## config.mk

```make
export PLATFORM = sky130hd
export DESIGN_NAME = chk_table
export DESIGN_NICKNAME = d
export VERILOG_FILES = /design/src/rtl/mem_write_checker_chk_table.sv
export SDC_FILE = /design/constraint.sdc
export NUM_CORES = 1
export LEC_CHECK = 0
export CORE_MARGIN = 10
export CORE_UTILIZATION = 55
export DETAILED_ROUTE_END_ITERATION = 16
export DONT_BUFFER_PORTS = 1
export PLACE_DENSITY_LB_ADDON = 0.12
export SYNTH_ARGS = -nofsm -noshare
export SYNTH_HDL_FRONTEND = slang
export SYNTH_SLANG_ARGS = --single-unit
```

## constraint.sdc

```tcl
create_clock -name clk -period 1.49 [get_ports clk]
set_clock_uncertainty 0.2 [all_clocks]
set_input_delay 0.149 -clock clk [delete_from_list [all_inputs] [get_ports clk]]
set_output_delay 0.149 -clock clk [all_outputs]
set_load 0.02 [all_outputs]
```

## src/rtl/mem_write_checker_chk_table.sv

```systemverilog
// Expected-value table: one synchronous write port, one combinational read port.
module chk_table #(
  parameter int WIDTH   = 8,
  parameter int DEPTH   = 4,
  parameter int IDXBITS = 2
) (
  input  logic               clk,
  input  logic               reset,
  input  logic               we,
  input  logic [IDXBITS-1:0] wr_idx,
  input  logic [WIDTH-1:0]   wr_data,
  input  logic [IDXBITS-1:0] rd_idx,
  output logic [WIDTH-1:0]   rd_data
);

  logic [DEPTH-1:0][WIDTH-1:0] mem;

  for (genvar g = 0; g < DEPTH; g++) begin : g_ent
    always_ff @(posedge clk) begin
      if (reset)                                mem[g] <= '0;
      else if (we && wr_idx == IDXBITS'(g))     mem[g] <= wr_data;
    end
  end

  assign rd_data = mem[rd_idx];

endmodule

```

## Word level (Yosys, flattened, before mapping)

Cells that the tools add are included.

| storage, ports and cells | value |
|---|---|
| output and inout bits | 8 |
| input bits | 15 |
| register bits after elaboration | 32 |
| word-level logic and storage cells | 15 |

| operators by class | value |
|---|---|
| mux-type cells | 2 |
| reduce and logical (&&, ||, !) cells | 5 |
| equal/unequal tests | 3 |
| order comparisons | 1 |

Operator list:

| cell | number |
|---|---|
| $bmux W8 S2 | 1 |
| $mux W8 | 1 |
| $eq A2 B2 Y1 const B | 2 |
| $logic_and A1 B1 Y1 | 4 |
| $lt A2 B3 Y1 const B | 1 |
| $eq A2 B1 Y1 const B | 1 |
| $logic_not A2 Y1 | 1 |

## Longest topological paths before layout

Gate-level depths: netlist of run 1.

| logic depth | value |
|---|---|
| word-level depth | 2 |
| gate-level depth with buffers | 3 |
| depth with buffers taken out | 2 |

## Least setup slack after synthesis of run 1

No wires, ideal clock.

| timing path | value |
|---|---|
| kind | input -> output |
| from | input port rd_idx[1] |
| to | output port rd_data[0] |
| data required time | 1.141 ns |
| buffers on the path | 1 |
| slack | 0.174 ns |
| arrival | 0.967 ns |
| cell stages on the path | 2 |
| cell sequence | buf_2 mux4_2 |

| on the way | value |
|---|---|
| longest elaborated chain between the ends | 2 |

RTL lines:

| item | line | RTL |
|---|---|---|
| from (decl) | 12 | `input logic [IDXBITS-1:0] rd_idx,` |
| $bmux W8 S2 | 25 | `assign rd_data = mem[rd_idx];` |
| $mux W8 (not written as such) | 25 |  |
| to (decl) | 13 | `output logic [WIDTH-1:0] rd_data` |

Every way passes these cells. The select of a mux whose other input is x is not followed.

## Worst setup path in the final report of run 1

| timing path | value |
|---|---|
| from | register mem[25] (netlist bit) |
| to | output port rd_data[1] |

| on the way | value |
|---|---|
| longest elaborated chain between the ends | 2 |

RTL lines:

| item | line | RTL |
|---|---|---|
| from (decl) | 16 | `logic [DEPTH-1:0][WIDTH-1:0] mem;` |
| from (signal, indexed assignment) | 21 | `else if (we && wr_idx == IDXBITS'(g)) mem[g] <= wr_data;` |
| $bmux W8 S2 | 25 |  |
| $mux W8 (not written as such) | 25 |  |

Every way passes these cells. The select of a mux whose other input is x is not followed.

==> qor.yml, run 1 <==
synthesis:
  synth_top_family_by_area: "multiplexers"
  yosysWarnings: 0
  synth-seq-cells: 32
  synthCells: 126
  seq_area_frac_synth: 0.435
  synth_cell_types: 10
  yosys.area_share.simple: 0.201
  synth_adder_area_share: 0
  syn_area_sq_mm: 0.00147
  synth_nets: 141
  synth_mux_area_frac: 0.340
  synth_xor_area_frac: 0
  synth_compound_area_frac: 0
  syn_avg_cell_area_sq_um: 11.7
floorplan:
  num_io_pins: 23
  fp.dieW_um: 71.7
  row_count: 18
  die_y_um: 71.7
  core_sq_mm: 0.00252
  die-area_sq_mm: 0.00515
  initial_core_util: 0.584
setup_path:
  crit_fanout: 2
  cp-start-kind: "register"
  rr_startpoint: "mem[0]"
  setup.worst_path.start: "mem[25]"
  crit_path_max_incr_delay_ns: 0.55
  crit_chain: "mux4_2"
  cp_slowest_cell: "mux4_2"
  crit_path_end_kind: "output port"
  cp.arrival_ns: 1.20
  crit_buf_inv: 0
  rrSetupSlack_ns: 0.12
  worstPathRequired_ns: 1.14
  crit_family: "multiplexers"
  crit_type: "register to output port"
power_and_ir_drop:
  ir_worst_vdd_mv: 0.995
  switching_share: 0.224
  comb_power_share: 0.105
  leakagePower_nw: 0.786
  p_total_mw: 1.73
  power.share.sequential: 0.521
  internal_power_mw: 1.34
  power_density_mw_per_mm2: 945
  p_sw_mw: 0.388
  clockPowerShare: 0.374
job:
  maxCapViolCount: 0
sta:
  worst_slack_ns: -0.0639
  setup_viol: 8
  fin_hold_ws_ns: 0.0257
  timing.slew.headroom: 0.479
  tightest_slew_ns: 0.781
  period_needed_ns: 1.55
  fmax_mhz: 644
  hold_violations: 0
  drv_slew: 0
  post-route-period-util: 1.04
  rsz0062_at_grt: "true"
  finalSetupTns_ns: -0.472
clock_tree:
  tritoncts: "done"
  cts_max_path_buffers: 2
  clkTransAtPathRegs_ns: 0.11
  htree_levels: 2
  cts_made_buffers: 5
  clock_sinks: 32
  cts-root-buf: "clkbuf_4"
  clock_latency_ns: 0.32
cells_and_area:
  largest_register: "mem"
  area_growth_pct: 24.4
  top_regs: "mem: 32 flops"
  utilization: 0.726
  nets: 167
  fin_area_sq_mm: 0.00183
  layoutNonFillerInstCount: 184
  largest_reg_flops: 32
  drive_gt1_frac: 0.203
drt:
  wire_per_inst_um: 18.2
  drt.antenna.violating_nets: 0
  first_iter_violations: 56
  via_per_inst: 5.53
  drt-pass1-iter-count: 4
  post-route-drc-count: 0
  finalWirelength_um: 3340
  vias: 1017
placement:
  port_buffers: 0
  placed_area_sq_mm: 0.00148
  dp.cells: 149
  dp_slack_ns: 0.224
  finalWeightedCongestion: 0.738
  dp_hpwl_um: 1960
worst_hold_path:
  hold_class: "input pin to register"
  hold_start: "we"
global_routing:
  grt_usage: 0.136
  antenna_found_initial: 1
  grt_max_degree: 30
  overflow: 0
  grt_pass1_wl_um: 5600
  grt_pass1_vias: 1136
status:
  violations: "setup timing"
  status: "complete, but fails checks"
[metal layers]
metal | vias to the layer above | share of wire | track usage | routed length, um
li1 | 488 | - | - | -
met1 | 497 | 0.42 | 0.151 | 1400
met2 | 26 | 0.51 | 0.223 | 1710
met3 | 6 | 0.049 | 0.0427 | 164
met4 | 0 | 0.021 | 0.0796 | 71
met5 | - | 0 | 0 | 0
[path summary, 6_finish.rpt]
path                 to  depth (start not counted)
min reg2reg     mem[12]                          2
max reg2reg      mem[0]                          3
max          rd_data[1]                          1
min             mem[29]                          3
[layout make-up]
cell class / instances / area, sq um
antenna: 1 / 2.50
multi-input combinational: 86 / 797
clock inverter: 2 / 35.0
sequential: 32 / 656
fill: 194 / 691
timing repair buffer: 27 / 263
clock buffer: 6 / 41.3
tap: 30 / 37.5
[synthesized netlist by cell type]
master,n,share of area
and3b_1,2,0.012
buf_2,4,0.014
clkbuf_1,4,0.010
dfxtp_1,32,0.44
mux2i_1,32,0.22
mux4_2,8,0.12
nand2b_1,40,0.17
nand3_1,1,0.0034
nand3b_1,2,0.010
or3b_1,1,0.0059
[tightest hold or removal path, cell delays in order]
cell and delay [ns]:
nand3_1 0.07, buf_4 0.21, mux2i_1 0.09
[layout by cell type, fill, tap and decap left out]
cell type	netlist	layout
dfxtp_2	0	12
dlymetal6s4s_1	0	1
and3b_1	2	2
clkinv_2	0	1
nand3b_1	2	2
clkbuf_4	0	5
or3b_1	1	1
nand3_1	1	1
mux2i_1	32	32
diode_2	0	1
nand2b_1	40	40
dlygate4sd3_1	0	22
buf_4	0	4
dfxtp_1	32	20
mux4_2	8	8
bufinv_16	0	1
clkbuf_1	4	1
[power by group through the flow]
stage	sequential [mW]	combinational, mW	clock [mW]
2_1_floorplan	0.915	0.132	0
3_3_place_gp	0.918	0.128	0
3_5_place_dp	0.920	0.131	0
4_1_cts	0.900	0.177	0.655
5_1_grt	0.907	0.195	0.692
6_report	0.902	0.182	0.647
[what timing repair did]
item | in CTS | in global routing
endpoints found under the hold margin | 32 | 1
buffers inserted | 2 | 1
hold buffers | 23 | 1
setup endpoints to repair | 8 | 40
resized for setup | 4 | 9
cloned | 0 | 0
[kinds of logic (layout without fill, tap and decap cells)]
group | Yosys count | in the layout
buffers and inverters | 8 | 35
flip-flops | 32 | 32
multiplexers | 40 | 40
other | 0 | 1
AND/OR/NAND/NOR | 46 | 46
Note: power is estimated with default switching activity, not from simulation.
==> run 2: changes to the inputs <==
- ABC_CLOCK_PERIOD_IN_PS: default -> 1490
==> results of run 2 <==
The final DEF is identical to that of run 1; final timing and power are the same.
